### src/rtl/csr_trap_sequencer_pkg.sv
// Shared definitions for the CSR trap/MRET sequencer: XLEN encodings,
// machine-mode CSR addresses, mstatus field positions, mtvec modes and
// the sequencer state encoding.
package csr_trap_sequencer_pkg;

    localparam logic [1:0] XLEN_32B  = 2'd1;
    localparam logic [1:0] XLEN_64B  = 2'd2;
    localparam logic [1:0] XLEN_128B = 2'd3;

    localparam logic [11:0] REG_MSTATUS_ADDR = 12'h300;
    localparam logic [11:0] REG_MTVEC_ADDR   = 12'h305;
    localparam logic [11:0] REG_MEPC_ADDR    = 12'h341;
    localparam logic [11:0] REG_MCAUSE_ADDR  = 12'h342;
    localparam logic [11:0] REG_MTVAL_ADDR   = 12'h343;

    localparam int MSTATUS_MIE    = 3;
    localparam int MSTATUS_MPIE   = 7;
    localparam int MSTATUS_MPP_LO = 11;
    localparam int MSTATUS_MPP_HI = 12;

    localparam logic [1:0] MTVEC_MODE_DIRECT   = 2'b00;
    localparam logic [1:0] MTVEC_MODE_VECTORED = 2'b01;

    typedef enum logic [2:0] {
        ST_IDLE        = 3'd0,
        ST_W_MEPC      = 3'd1,
        ST_W_MCAUSE    = 3'd2,
        ST_W_MTVAL     = 3'd3,
        ST_W_MSTATUS_T = 3'd4,
        ST_W_MSTATUS_R = 3'd5,
        ST_REDIRECT    = 3'd6
    } seq_state_t;

    // Data width for a 2-bit XLEN encoding: 1 -> 32, 2 -> 64, 3 -> 128.
    function automatic int xlen_width(input logic [1:0] xlen);
        return 1 << (int'(xlen) + 4);
    endfunction

endpackage

### src/rtl/csr_trap_sequencer_if.sv
// Request/CSR-write/redirect bundle for the trap sequencer.
// master: hazard/exception unit + CSR file side; slave: the sequencer.
interface csr_trap_sequencer_if #(
    parameter int W = 64
);
    logic           i_trap_req;
    logic           i_trap_is_irq;
    logic [4:0]     i_trap_code;
    logic [W-1:0]   i_trap_pc;
    logic [W-1:0]   i_trap_tval;
    logic           i_mret_req;
    logic [W-1:0]   i_mstatus;
    logic [W-1:0]   i_mtvec;
    logic [W-1:0]   i_mepc;

    logic           o_ack;
    logic           o_busy;
    logic           o_csr_we;
    logic [11:0]    o_csr_waddr;
    logic [W-1:0]   o_csr_wdata;
    logic           o_redirect;
    logic [W-1:0]   o_redirect_pc;

    modport master (
        output i_trap_req, i_trap_is_irq, i_trap_code, i_trap_pc, i_trap_tval,
        output i_mret_req, i_mstatus, i_mtvec, i_mepc,
        input  o_ack, o_busy, o_csr_we, o_csr_waddr, o_csr_wdata,
        input  o_redirect, o_redirect_pc
    );

    modport slave (
        input  i_trap_req, i_trap_is_irq, i_trap_code, i_trap_pc, i_trap_tval,
        input  i_mret_req, i_mstatus, i_mtvec, i_mepc,
        output o_ack, o_busy, o_csr_we, o_csr_waddr, o_csr_wdata,
        output o_redirect, o_redirect_pc
    );

endinterface

### src/rtl/csr_trap_sequencer_target.sv
// trap_target_calc: combinational trap vector from mtvec.
// Vectored mode offsets interrupts by code*4; exceptions and any other
// mode (including the reserved 2'b1x) go to the aligned base.
module trap_target_calc
    import csr_trap_sequencer_pkg::*;
#(
    parameter int W = 64
) (
    input  logic [W-1:0] mtvec,
    input  logic         irq,
    input  logic [4:0]   code,
    output logic [W-1:0] target
);

    logic [W-1:0] base;

    // Aligned base and optional vector offset; overflow wraps at W bits.
    always_comb begin
        base   = mtvec & ~W'(3);
        target = base;
        if ((mtvec[1:0] == MTVEC_MODE_VECTORED) && irq) begin
            target = base + (W'(code) << 2);
        end
    end

endmodule

### src/rtl/csr_trap_sequencer.sv
// csr_trap_sequencer: drives the machine-mode CSR write port on trap
// entry (mepc, mcause, [mtval], mstatus) and on MRET (mstatus), then
// issues a one-cycle PC redirect. Outputs are registered, so each write
// appears the cycle after its state.
// Build option: CSR_TRAP_MTVAL_EN adds the mtval write to the trap path.
//
// state          | meaning
// ST_IDLE        | waiting; trap has priority over mret
// ST_W_MEPC      | write faulting pc (word aligned) to mepc
// ST_W_MCAUSE    | write {irq, code} to mcause
// ST_W_MTVAL     | write trap value to mtval (only with CSR_TRAP_MTVAL_EN)
// ST_W_MSTATUS_T | trap-entry mstatus update
// ST_W_MSTATUS_R | mret mstatus update
// ST_REDIRECT    | pulse redirect to latched target
module csr_trap_sequencer
    import csr_trap_sequencer_pkg::*;
#(
    parameter logic [1:0] XLEN = XLEN_64B
) (
    input  logic                 i_clk,
    input  logic                 i_rst_n,
    csr_trap_sequencer_if.slave  bus
);

    localparam int W = xlen_width(XLEN);

    seq_state_t     state;
    logic           lat_irq;
    logic [4:0]     lat_code;
    logic [W-1:0]   lat_pc;
`ifdef CSR_TRAP_MTVAL_EN
    logic [W-1:0]   lat_tval;
`endif
    logic [W-1:0]   lat_target;
    logic [W-1:0]   trap_target;

    logic           ack_q;
    logic           we_q;
    logic [11:0]    waddr_q;
    logic [W-1:0]   wdata_q;
    logic           redirect_q;
    logic [W-1:0]   redirect_pc_q;

    trap_target_calc #(.W(W)) u_target (
        .mtvec  (bus.i_mtvec),
        .irq    (bus.i_trap_is_irq),
        .code   (bus.i_trap_code),
        .target (trap_target)
    );

    function automatic logic [W-1:0] mstatus_on_trap(input logic [W-1:0] m);
        logic [W-1:0] r;
        r = m;
        r[MSTATUS_MPIE] = m[MSTATUS_MIE];
        r[MSTATUS_MIE]  = 1'b0;
        r[MSTATUS_MPP_HI:MSTATUS_MPP_LO] = 2'b11;
        return r;
    endfunction

    // M-only core: MPP always returns to M.
    function automatic logic [W-1:0] mstatus_on_mret(input logic [W-1:0] m);
        logic [W-1:0] r;
        r = m;
        r[MSTATUS_MIE]  = m[MSTATUS_MPIE];
        r[MSTATUS_MPIE] = 1'b1;
        r[MSTATUS_MPP_HI:MSTATUS_MPP_LO] = 2'b11;
        return r;
    endfunction

    function automatic logic [W-1:0] mcause_value(input logic irq, input logic [4:0] code);
        logic [W-1:0] r;
        r = '0;
        r[W-1] = irq;
        r[4:0] = code;
        return r;
    endfunction

    // Sequencer FSM with registered outputs; outputs default to 0 each cycle.
    always_ff @(posedge i_clk or negedge i_rst_n) begin
        if (!i_rst_n) begin
            state         <= ST_IDLE;
            lat_irq       <= 1'b0;
            lat_code      <= '0;
            lat_pc        <= '0;
`ifdef CSR_TRAP_MTVAL_EN
            lat_tval      <= '0;
`endif
            lat_target    <= '0;
            ack_q         <= 1'b0;
            we_q          <= 1'b0;
            waddr_q       <= '0;
            wdata_q       <= '0;
            redirect_q    <= 1'b0;
            redirect_pc_q <= '0;
        end else begin
            ack_q         <= 1'b0;
            we_q          <= 1'b0;
            waddr_q       <= '0;
            wdata_q       <= '0;
            redirect_q    <= 1'b0;
            redirect_pc_q <= '0;
            unique case (state)
                ST_IDLE: begin
                    if (bus.i_trap_req) begin
                        ack_q      <= 1'b1;
                        lat_irq    <= bus.i_trap_is_irq;
                        lat_code   <= bus.i_trap_code;
                        lat_pc     <= bus.i_trap_pc;
`ifdef CSR_TRAP_MTVAL_EN
                        lat_tval   <= bus.i_trap_tval;
`endif
                        lat_target <= trap_target;
                        state      <= ST_W_MEPC;
                    end else if (bus.i_mret_req) begin
                        ack_q      <= 1'b1;
                        lat_target <= bus.i_mepc;
                        state      <= ST_W_MSTATUS_R;
                    end
                end
                ST_W_MEPC: begin
                    we_q    <= 1'b1;
                    waddr_q <= REG_MEPC_ADDR;
                    wdata_q <= lat_pc & ~W'(3);
                    state   <= ST_W_MCAUSE;
                end
                ST_W_MCAUSE: begin
                    we_q    <= 1'b1;
                    waddr_q <= REG_MCAUSE_ADDR;
                    wdata_q <= mcause_value(lat_irq, lat_code);
`ifdef CSR_TRAP_MTVAL_EN
                    state   <= ST_W_MTVAL;
`else
                    state   <= ST_W_MSTATUS_T;
`endif
                end
                ST_W_MTVAL: begin
`ifdef CSR_TRAP_MTVAL_EN
                    we_q    <= 1'b1;
                    waddr_q <= REG_MTVAL_ADDR;
                    wdata_q <= lat_tval;
                    state   <= ST_W_MSTATUS_T;
`else
                    state   <= ST_IDLE;
`endif
                end
                ST_W_MSTATUS_T: begin
                    we_q    <= 1'b1;
                    waddr_q <= REG_MSTATUS_ADDR;
                    wdata_q <= mstatus_on_trap(bus.i_mstatus);
                    state   <= ST_REDIRECT;
                end
                ST_W_MSTATUS_R: begin
                    we_q    <= 1'b1;
                    waddr_q <= REG_MSTATUS_ADDR;
                    wdata_q <= mstatus_on_mret(bus.i_mstatus);
                    state   <= ST_REDIRECT;
                end
                ST_REDIRECT: begin
                    redirect_q    <= 1'b1;
                    redirect_pc_q <= lat_target;
                    state         <= ST_IDLE;
                end
                default: state <= ST_IDLE;
            endcase
        end
    end

    assign bus.o_ack         = ack_q;
    assign bus.o_busy        = (state != ST_IDLE);
    assign bus.o_csr_we      = we_q;
    assign bus.o_csr_waddr   = waddr_q;
    assign bus.o_csr_wdata   = wdata_q;
    assign bus.o_redirect    = redirect_q;
    assign bus.o_redirect_pc = redirect_pc_q;

endmodule

### src/flat_wrapper.sv
// flat-port wrapper written by rule: the top's interface ports become plain ports
module csr_trap_sequencer_flat import csr_trap_sequencer_pkg::*;
#(
    parameter logic [1:0] XLEN = XLEN_64B
)
  (i_clk, i_rst_n, bus_i_trap_req, bus_i_trap_is_irq, bus_i_trap_code, bus_i_trap_pc, bus_i_trap_tval, bus_i_mret_req, bus_i_mstatus, bus_i_mtvec, bus_i_mepc, bus_o_ack, bus_o_busy, bus_o_csr_we, bus_o_csr_waddr, bus_o_csr_wdata, bus_o_redirect, bus_o_redirect_pc);
  csr_trap_sequencer_if #(.W((64))) bus_i ();
  input  logic i_clk;
  input  logic i_rst_n;
  input wire logic [$bits(bus_i.i_trap_req)-1:0] bus_i_trap_req;
  input wire logic [$bits(bus_i.i_trap_is_irq)-1:0] bus_i_trap_is_irq;
  input wire logic [$bits(bus_i.i_trap_code)-1:0] bus_i_trap_code;
  input wire logic [$bits(bus_i.i_trap_pc)-1:0] bus_i_trap_pc;
  input wire logic [$bits(bus_i.i_trap_tval)-1:0] bus_i_trap_tval;
  input wire logic [$bits(bus_i.i_mret_req)-1:0] bus_i_mret_req;
  input wire logic [$bits(bus_i.i_mstatus)-1:0] bus_i_mstatus;
  input wire logic [$bits(bus_i.i_mtvec)-1:0] bus_i_mtvec;
  input wire logic [$bits(bus_i.i_mepc)-1:0] bus_i_mepc;
  output wire logic [$bits(bus_i.o_ack)-1:0] bus_o_ack;
  output wire logic [$bits(bus_i.o_busy)-1:0] bus_o_busy;
  output wire logic [$bits(bus_i.o_csr_we)-1:0] bus_o_csr_we;
  output wire logic [$bits(bus_i.o_csr_waddr)-1:0] bus_o_csr_waddr;
  output wire logic [$bits(bus_i.o_csr_wdata)-1:0] bus_o_csr_wdata;
  output wire logic [$bits(bus_i.o_redirect)-1:0] bus_o_redirect;
  output wire logic [$bits(bus_i.o_redirect_pc)-1:0] bus_o_redirect_pc;
  assign bus_i.i_trap_req = bus_i_trap_req;
  assign bus_i.i_trap_is_irq = bus_i_trap_is_irq;
  assign bus_i.i_trap_code = bus_i_trap_code;
  assign bus_i.i_trap_pc = bus_i_trap_pc;
  assign bus_i.i_trap_tval = bus_i_trap_tval;
  assign bus_i.i_mret_req = bus_i_mret_req;
  assign bus_i.i_mstatus = bus_i_mstatus;
  assign bus_i.i_mtvec = bus_i_mtvec;
  assign bus_i.i_mepc = bus_i_mepc;
  assign bus_o_ack = bus_i.o_ack;
  assign bus_o_busy = bus_i.o_busy;
  assign bus_o_csr_we = bus_i.o_csr_we;
  assign bus_o_csr_waddr = bus_i.o_csr_waddr;
  assign bus_o_csr_wdata = bus_i.o_csr_wdata;
  assign bus_o_redirect = bus_i.o_redirect;
  assign bus_o_redirect_pc = bus_i.o_redirect_pc;
  csr_trap_sequencer #(.XLEN(XLEN)) u_core (.i_clk(i_clk), .i_rst_n(i_rst_n), .bus(bus_i));
endmodule
### config.mk
export PLATFORM = sky130hd
export DESIGN_NAME = csr_trap_sequencer_flat
export DESIGN_NICKNAME = d
export VERILOG_FILES = /design/src/rtl/csr_trap_sequencer_pkg.sv /design/src/rtl/csr_trap_sequencer_if.sv /design/src/rtl/csr_trap_sequencer_target.sv /design/src/rtl/csr_trap_sequencer.sv /design/src/flat_wrapper.sv
export SDC_FILE = /design/constraint.sdc
export NUM_CORES = 1
export LEC_CHECK = 0
export ABC_AREA = 1
export CORE_AREA = 2 2 185 187
export CTS_CLUSTER_DIAMETER = 100
export CTS_CLUSTER_SIZE = 16
export DETAILED_ROUTE_END_ITERATION = 6
export DIE_AREA = 0 0 187 189
export GPL_TIMING_DRIVEN = 0
export PLACE_DENSITY_LB_ADDON = 0.3
export SLEW_MARGIN = 0
export SYNTH_ARGS = -nofsm -noshare
export SYNTH_HDL_FRONTEND = slang
export SYNTH_SLANG_ARGS = --single-unit
### constraint.sdc
create_clock -name i_clk -period 2.31 [get_ports i_clk]
set_input_delay 0.462 -clock i_clk [delete_from_list [all_inputs] [get_ports i_clk]]
set_output_delay 0.462 -clock i_clk [all_outputs]
set_load 0.01 [all_outputs]
---- Yosys cells after proc, flatten, opt, wreduce, memory -nomap -nowiden ----
Index checks and enable logic that the tools add are counted.
word-level totals
  bits in registers ....................... 278
  word-level logic and storage cells ...... 41
cells by class
  add/sub/neg operators ................... 1
  equal/unequal tests ..................... 7
  mux-type cells .......................... 14
  reduce and logical (&&, ||, !) cells .... 8
operators by type and width
  kind                                                             number
  64-bit two-way mux                                               4
  64-bit case mux with 4 select lines                              1
  64-bit by 7-bit adder with 64-bit output                         1
  10-bit case mux with 3 select lines                              1
  3-bit case mux with 4 select lines                               1
  3-bit == test, second input constant                             3
  3-bit two-way mux                                                2
  1-bit two-way mux                                                5
  2-bit AND reduction                                              2
  4-bit OR reduction                                               1
  3-bit by 1-bit == test with 1-bit output, second input constant  1
  3-bit by 2-bit == test with 1-bit output, second input constant  1
  3-bit logical NOT                                                1
  3-bit != test, second input constant                             1
  3-bit nonzero test                                               1
  2-bit by 1-bit == test with 1-bit output, second input constant  1
  2-bit nonzero test                                               1
  2-bit OR reduction                                               1
  1-bit logical AND                                                1

---- Depth between registers and ports, before layout ----
Gate-level depths: netlist of the first run.
  word-level depth ........................ 4
  depth in mapped cells ................... 14
  gate-level depth less buffers ........... 14

---- Hierarchy ----
A second synthesis of the first run with hierarchy kept.
unflattened totals
  cells, all modules ...................... 1633
  area, all modules ....................... 13070.0 sq um
by module, submodules not included
  module              instances  cells an instance  area an instance (sq um)
  csr_trap_sequencer  1          1162               10740.3
  trap_target_calc    1          471                2329.7

---- Least setup slack after synthesis of the first run ----
OpenSTA, ideal clock, no wires.
  kind .................................... input to register
  start ................................... in bus_i_mtvec[2]
  end ..................................... reg u_core.lat_target[42]
  library setup time ...................... 0.116 ns
  arrival time ............................ 1.914 ns
  required time ........................... 2.194 ns
  path slack .............................. 0.280 ns
  stages .................................. 13
  path buffers ............................ 0
  path through ............................ ha_1 fa_1 nand2_1 nand2_1 nand3_1 nand2_1 nand2_1 nor2_2 nand2_1 xor2_1 nand2_1 nand2_1 nand2_1
on the way
  longest elaborated chain between the ends .. 3
ends and longest elaborated chain
  element                                   RTL line                         source
  start: declaration                        flat_wrapper.sv:17               input wire logic [$bits(bus_i.i_mtvec)-1:0] bus_i_mtvec;
  64-bit by 7-bit adder with 64-bit output  csr_trap_sequencer_target.sv:22  target = base + (W'(code) << 2);
  64-bit two-way mux                        csr_trap_sequencer_target.sv:21  if ((mtvec[1:0] == MTVEC_MODE_VECTORED) && irq) begin
  64-bit two-way mux                        csr_trap_sequencer.sv:104        if (bus.i_trap_req) begin
  end signal: assignment                    csr_trap_sequencer.sv:112        lat_target <= trap_target;
  end signal: assignment                    csr_trap_sequencer.sv:116        lat_target <= bus.i_mepc;
  end: declaration                          csr_trap_sequencer.sv:34         logic [W-1:0] lat_target;
Every way passes these cells.
A chain may end at the register's enable or synchronous reset.

---- Worst setup path after layout of the first run ----
  start ................................... in bus_i_trap_code[4]
  end ..................................... reg u_core.lat_target[39]
on the way
  longest elaborated chain between the ends .. 3
ends and longest elaborated chain
  element                                   RTL line                         source
  start: declaration                        flat_wrapper.sv:12               input wire logic [$bits(bus_i.i_trap_code)-1:0] bus_i_trap_code;
  64-bit by 7-bit adder with 64-bit output  csr_trap_sequencer_target.sv:22
  64-bit two-way mux                        csr_trap_sequencer_target.sv:21
  64-bit two-way mux                        csr_trap_sequencer.sv:104
Every way passes these cells.

==> results of run 1 <==
what timing repair did:
action	CTS	global route
pin swaps	0	14
endpoints found under the setup margin	11	38
resized for setup	11	34
buffers inserted	0	6
hold buffers	1	0
gates cloned	0	0
endpoints found under the hold margin	69	0
cells in the final DEF (no fill, tap or decap), types with 3 or more instances in the layout:
master,count
nand3_1,53
o21ai_0,171
inv_1,195
buf_1,3
nor2_2,8
o21ai_1,9
o21a_1,10
dfrtp_1,270
nand2_2,8
buf_2,17
clkbuf_16,21
clkbuf_1,39
conb_1,7
inv_2,4
nor3_1,17
a21oi_1,25
nor2_4,13
nand2_4,4
nor2_1,208
nand2_1,413
nand3_4,3
ha_1,4
a22oi_1,10
nand4_1,27
xor2_1,12
clkdlybuf4s50_1,394
xnor2_1,7
o211ai_1,6
o22ai_1,4
buf_4,13
power groups by stage:
stage          Clock (mW)  Sequential, mW  Combinational [mW]
2_1_floorplan           0            7.62                3.05
6_report             3.28            7.27                7.13
3_3_place_gp            0            7.35                7.00
4_1_cts              3.38            7.27                7.19
5_1_grt              3.53            7.45                7.87
3_5_place_dp            0            7.35                7.14
tightest hold or removal path, delay by kind of cell:
family / cells / cell delay [ns]
AOI/OAI and AO/OA: 1 / 0.07
and+or+nand+nor: 1 / 0.08
buffers and inverters: 1 / 0.17
per-stage QoR:
stage / instances / hold slack [ns]
after CTS: 2443 / 0.484
final: 2450 / 0.314
after global placement: 2418 / 0.459
after detailed placement: 2420 / 0.451
after global routing: 2450 / 0.326
after floorplan: 1572 / 0.166
sequential cells by signal (all words and copies together) (netlist names):
| signal | flops |
|---|---|
| u_core.bus.o_csr_waddr | 4 |
| u_core.bus.o_ack | 1 |
| u_core.lat_pc | 62 |
| u_core.bus.o_redirect_pc | 64 |
| u_core.bus.o_csr_wdata | 64 |
| u_core.lat_irq | 1 |
| u_core.bus.o_csr_we | 1 |
| u_core.state | 3 |
| u_core.bus.o_redirect | 1 |
| u_core.lat_code | 5 |
| u_core.lat_target | 64 |
how the worst max path moves through the flow:
stage                                  start                              endpoint  slack (ns)
after floorplan               bus_i_mtvec[2]     u_core.lat_target[42]$_DFFE_PN0P_        0.28
after CTS                     bus_i_mtvec[2]     u_core.lat_target[34]$_DFFE_PN0P_      -0.006
final                     bus_i_trap_code[4]     u_core.lat_target[39]$_DFFE_PN0P_        0.11
after global placement               i_rst_n  u_core.bus.o_csr_wdata[38]$_DFF_PN0_      -10.86
after global routing      bus_i_trap_code[1]     u_core.lat_target[35]$_DFFE_PN0P_      -0.008
after detailed placement  bus_i_trap_code[0]     u_core.lat_target[36]$_DFFE_PN0P_       -0.67
area by class of cell:
| type | count | area share [%] |
|---|---|---|
| Clock buffer | 22 | 3.02 |
| Sequential cell | 270 | 37.8 |
| Buffer | 68 | 1.72 |
| Antenna cell | 1 | 0.0140 |
| Tap cell | 448 | 3.14 |
| Inverter | 201 | 4.22 |
| Timing Repair Buffer | 407 | 23.0 |
| Multi-Input combinational cell | 1033 | 27.0 |
metal layers:
layer  share of wire (%)  up-vias  GRT usage, %
met3                 8.6       85          6.56
li1                    -     5745             -
met4                 2.9        6          7.42
met5               0.098        -             0
met2                  49      509          46.3
met1                  40     5704          31.8
kinds of logic after synthesis:
kind of cell	after synthesis	share of synthesized area, %
flops	270	54.2
compound gates	241	10.4
buf+inv	269	8.51
fa+ha+maj	6	0.662
simple gates	759	24.9
xor+xnor	20	1.40
other cells	1	0.0301
==> summary.txt, run 1 <==
Combined flip-flop and latch cell area: 6760 sq um
Fmax: 455 MHz
Reg-to-Reg Start: u_core.state[1]$_DFFE_PN0P_
Cell area after synthesis: 12,500 sq um
Total Nets Final: 2,337
Post-place setup slack: -0.674 ns
Worst path required time: 2.71 ns
Most frequent cell on the critical path: nand2_1
Root buffer selected by CTS: clkbuf_16
Number of violations of the max-capacitance limit: 0
Clock tree from TritonCTS: done
Post-synth top flop: dfrtp_1
Post-detailed-route count of antenna-violating nets: 0
Gate family responsible for the most delay along the worst path: simple AND/OR/NAND/NOR gates
Wire length of the first global-routing pass: 71,300 microns
Sw power: 6.43 mW
Total congestion overflow after global routing: 0
Die outline width: 187 microns
Maximum clock path buffer count: 3
Pint: 11.2 mW
Max FO, Critical Path: 8
Post-layout power: 17.7 mW
Total Negative Setup Slacks: 0 ns
Post-synthesis cell type with the largest combined area: dfrtp_1
Worst Setup Start Kind: primary input
Register share of total power: 41.1%
Height of the die: 189 microns
Worst Slack Setup Final: 0.113 ns
Largest cells by area after synthesis: dfrtp_1 54%, nand2_1 13%, o21ai_0 6.9%, nor2_1 6.5%, inv_1 5.9%
Clock-pin slew on the worst setup and hold paths: 0.07 ns
DRC Markers: 0
Area occupied by multi-input gates: 4830 sq um
Crit Path Category: in2reg
Post-synthesis sequential area ratio: 54.2%
Number of synthesized flops with an enable pin: 0
Leakage power: 8.20 nW
Vias per inst: 4.92
Internal reg-to-reg setup slack: 0.27 ns
Clock power frac: 18.5%
Final cycle utilization of the critical path: 95.1%
Actual transition at the worst max-transition pin: 0.773 ns
Most common library cells after synthesis: 422 x nand2_1, 270 x dfrtp_1, 215 x nor2_1, 195 x inv_1, 173 x o21ai_0
Initial cell density of the core: 37.5%
Core area: 33,300 sq um
IR drop worst, VDD: 562 uV
Die area: 35,300 sq um
Switching share of power: 36.4%
Clock insertion delay at the later pin of the skew report: 0.51 ns
Total buffers and inverters traversed by the critical path: 2
Placed cell areas: 17,100 sq um
Number of pins with negative max-slew slack in the final report: 0
Synth-to-Final Area Change: 43.3%
Reg2Reg Depth: 5
Detailed Place HPWL: 36,500 microns
Final Hold Fails: 0
CP endpoint kind: flip-flop
Num ports: 474
Utilization of the core after routing: 53.7%
Fill cell total of the finished layout: 3,107
Count of vias placed by the detailed router: 12,000
Clk sink count: 270
Fraction of synthesis flops using an asynchronous set or reset pin: 100%
Hold path start: bus_i_trap_code[0]
Relative slew slack: 48.0%
Run status: finished clean
Global placer's final weighted congestion: 0.991
WHS Path Cells: 3
Number of stages on the worst setup path: 13
Ratio of cells with drive above 1 in the final layout: 5.10%
DRC marker count from the first detailed-route iteration: 804
Vias in the first global route: 12,200
Number of buffers inserted during clock tree synthesis: 20
Pin count of the biggest net entering global routing: 107
End of the worst register-to-register path: u_core.bus.o_redirect_pc[40]$_DFF_PN0_
Overall track demand over capacity in global routing: 26.2%
Power Dens Cells: 989 nW/um^2
Std-Cell Rows: 67
Final setup violation count: 0
Mean instance size in the synthesized netlist: 7.96 sq um
Part of the power in combinational logic: 40.3%
Initial antenna violation count: 4
Final Routed Wirelength: 47,000 microns
Number of search-and-repair iterations in the first detailed-routing pass: 5
Number of synthesized register bits: 270
Post-route standard cell area excluding fillers: 17,900 sq um
Routed wirelength normalized by instance count: 19.2 microns
Number of buffer cells added on primary ports: 398
Worst path cell trace: clkdlybuf4s50_1 -> ha_1 -> nand2_1 -> inv_1 -> nand3_1 -> nand2_4 -> nand2_4 -> nor2_4 -> nand2_1 -> xor2_1 -> nand2_1 -> nand2_1 -> nand2_1
Data arrival time of the worst path: 2.59 ns
Post-synthesis instance total: 1,566
Worst Skew: 0.0150 ns
Final min period: 2.20 ns
Slowest cell on the critical path: clkdlybuf4s50_1
Hold Crit Endpoint: u_core.lat_code[0]$_DFFE_PN0P_
Delay of the slowest cell on the worst path: 0.45 ns
Synth warnings: 0
H-tree level count: 1
Class of the most critical hold timing path: in2reg
Number of distinct library cell variants in the gate-level netlist after synthesis: 37
Most instantiated library cell after synthesis: nand2_1
Portion of synthesized cell area occupied by the leading cell type: 54.2%
Power figures use the tool's default switching activity.
==> inputs of run 2 (changes only) <==
GPL_ROUTABILITY_DRIVEN = 0   (was not set)
==> summary.txt, run 2 (same netlist as run 1, synthesis figures left out) <==
Run status: finished clean
Max FO, Critical Path: 6
Height of the die: 189 microns
Number of pins with negative max-slew slack in the final report: 0
Final Hold Fails: 0
Wire length of the first global-routing pass: 69,300 microns
Core area: 33,300 sq um
Num ports: 474
Reg-to-Reg Start: u_core.state[2]$_DFFE_PN0P_
Number of search-and-repair iterations in the first detailed-routing pass: 6
Std-Cell Rows: 67
Crit Path Category: in2reg
Number of violations of the max-capacitance limit: 0
Clock insertion delay at the later pin of the skew report: 0.53 ns
Critical Path Start: bus_i_mtvec[2]
Worst Setup Start Kind: primary input
Overall track demand over capacity in global routing: 25.4%
Area occupied by multi-input gates: 4760 sq um
Worst path required time: 2.70 ns
Leakage power: 8.15 nW
Clock-pin slew on the worst setup and hold paths: 0.07 ns
Post-detailed-route count of antenna-violating nets: 0
Die area: 35,300 sq um
Most common library cell in the layout ignoring fill and taps: nand2_1
Count of vias placed by the detailed router: 12,100
Vias in the first global route: 11,900
Data arrival time of the worst path: 2.62 ns
Ratio of cells with drive above 1 in the final layout: 4.41%
Setup repair after global routing missed its margin: yes
Final cycle utilization of the critical path: 96.6%
Detailed Place HPWL: 35,200 microns
DRC marker count from the first detailed-route iteration: 899
Fmax: 448 MHz
Worst Slack Setup Final: 0.0792 ns
Power Dens Cells: 993 nW/um^2
Part of the power in combinational logic: 40.1%
Post-layout power: 17.6 mW
DRC Markers: 0
Fill cell total of the finished layout: 3,110
Routed wirelength normalized by instance count: 18.7 microns
Die outline width: 187 microns
Clock tree from TritonCTS: done
Number of buffers inserted during clock tree synthesis: 20
Total congestion overflow after global routing: 0
Highest-count cells in the layout ignoring fill and taps: 417 x nand2_1, 396 x clkdlybuf4s50_1, 270 x dfrtp_1, 210 x nor2_1, 195 x inv_1
Final Routed Wirelength: 45,700 microns
Root buffer selected by CTS: clkbuf_16
Number of buffer cells added on primary ports: 398
Clock power frac: 18.7%
Clk sink count: 270
Post-place setup slack: -0.652 ns
Combined flip-flop and latch cell area: 6760 sq um
Final min period: 2.23 ns
Synth-to-Final Area Change: 42.3%
Initial antenna violation count: 4
Pint: 11.2 mW
Register share of total power: 41.2%
IR drop worst, VDD: 562 uV
Class of the most critical hold timing path: in2async
CP endpoint kind: flip-flop
Switching share of power: 36.2%
Worst Skew: 0.0288 ns
Relative slew slack: 47.4%
Maximum clock path buffer count: 3
Actual transition at the worst max-transition pin: 0.789 ns
Vias per inst: 4.95
Initial cell density of the core: 37.5%
Total Nets Final: 2,332
Final setup violation count: 0
Pin count of the biggest net entering global routing: 116
Sw power: 6.38 mW
H-tree level count: 1
## run 2: cell count changes in the layout (fill, tap and decap cells not counted), moves of 2 or more
cell,previous run,this run
buf_4,13,9
clkdlybuf4s50_1,394,396
dlymetal6s2s_1,2,0
nand2_1,413,417
nand2_2,8,6
nand2_4,4,2
nor2_1,208,210
nor2_4,13,10
## run 2: area by class of cell
cell class / instances / area share, %
flip-flops and latches: 270 / 38.1
multi-input cells: 1033 / 26.8
repair buffers: 402 / 22.9
inverters: 201 / 4.25
well taps: 448 / 3.16
clock buffers: 22 / 3.04
plain buffers: 68 / 1.73
diodes: 1 / 0.0141
## run 2: what timing repair did
item | CTS | global route
hold buffers | 1 | 0
setup buffers | 0 | 1
endpoints found under the setup margin | 4 | 27
gates resized for setup | 6 | 21
pin swaps | 1 | 3
hold endpoints to repair | 66 | 0
## run 2: worst max-delay path, stage by stage
cell and delay [ns]:
clkdlybuf4s50_1 0.44, ha_2 0.21, fa_1 0.40, nand2_2 0.12
nand2_2 0.08, nand3_2 0.11, nand2_2 0.10, nand2_1 0.16
nor2_4 0.08, nand2_1 0.08, xor2_1 0.16, nand2_1 0.08
nand2_1 0.08, nand2_1 0.05
## run 2: power groups by stage
stage	Sequential, mW	Combinational, mW	Clock (mW)
after floorplan	7.62	3.05	0
after global placement	7.35	6.97	0
after detailed placement	7.34	7.10	0
after CTS	7.26	7.14	3.37
after global routing	7.44	7.84	3.54
final	7.26	7.07	3.29
## run 2: worst paths after layout
kind,to,slack [ns],cells after the start
setup / recovery,u_core.lat_target[34]$_DFFE_PN0P_,0.08,14
hold / removal,u_core.lat_target[63]$_DFFE_PN0P_,0.46,2
hold reg to reg,u_core.lat_target[34]$_DFFE_PN0P_,0.48,2
setup reg to reg,u_core.lat_target[55]$_DFFE_PN0P_,0.22,7
max in group asynchronous,u_core.bus.o_csr_wdata[61]$_DFF_PN0_,0.85,3
min in group i_clk,u_core.lat_target[34]$_DFFE_PN0P_,0.48,2
## run 2: stage by stage
step	area [sq um]	setup TNS, ns	util, %	hold slack, ns	cells
final	17700	0	53.3	0.463	2445
after global routing	17700	-0.194	53.3	0.491	2445
after CTS	17700	0	53.1	0.480	2443
after detailed placement	17100	-32.14	51.4	0.449	2420
after global placement	17000	-2956.98	51.2	0.459	2418
after floorplan	12500	0	-	0.166	1572
## run 2: routing by layer
layer | global-route usage (%) | wire length, microns | vias to the layer above
met4 | 7.39 | 1350 | 6
met2 | 44.7 | 22100 | 619
met5 | 0 | 47 | -
met3 | 6.08 | 4290 | 86
met1 | 31.0 | 17900 | 5661
li1 | - | - | 5729
==> inputs of run 3 (changes only) <==
HOLD_SLACK_MARGIN = 0.12   (was not set)
==> results of run 3 <==
Final layout, timing and power as in run 2 (identical DEF).
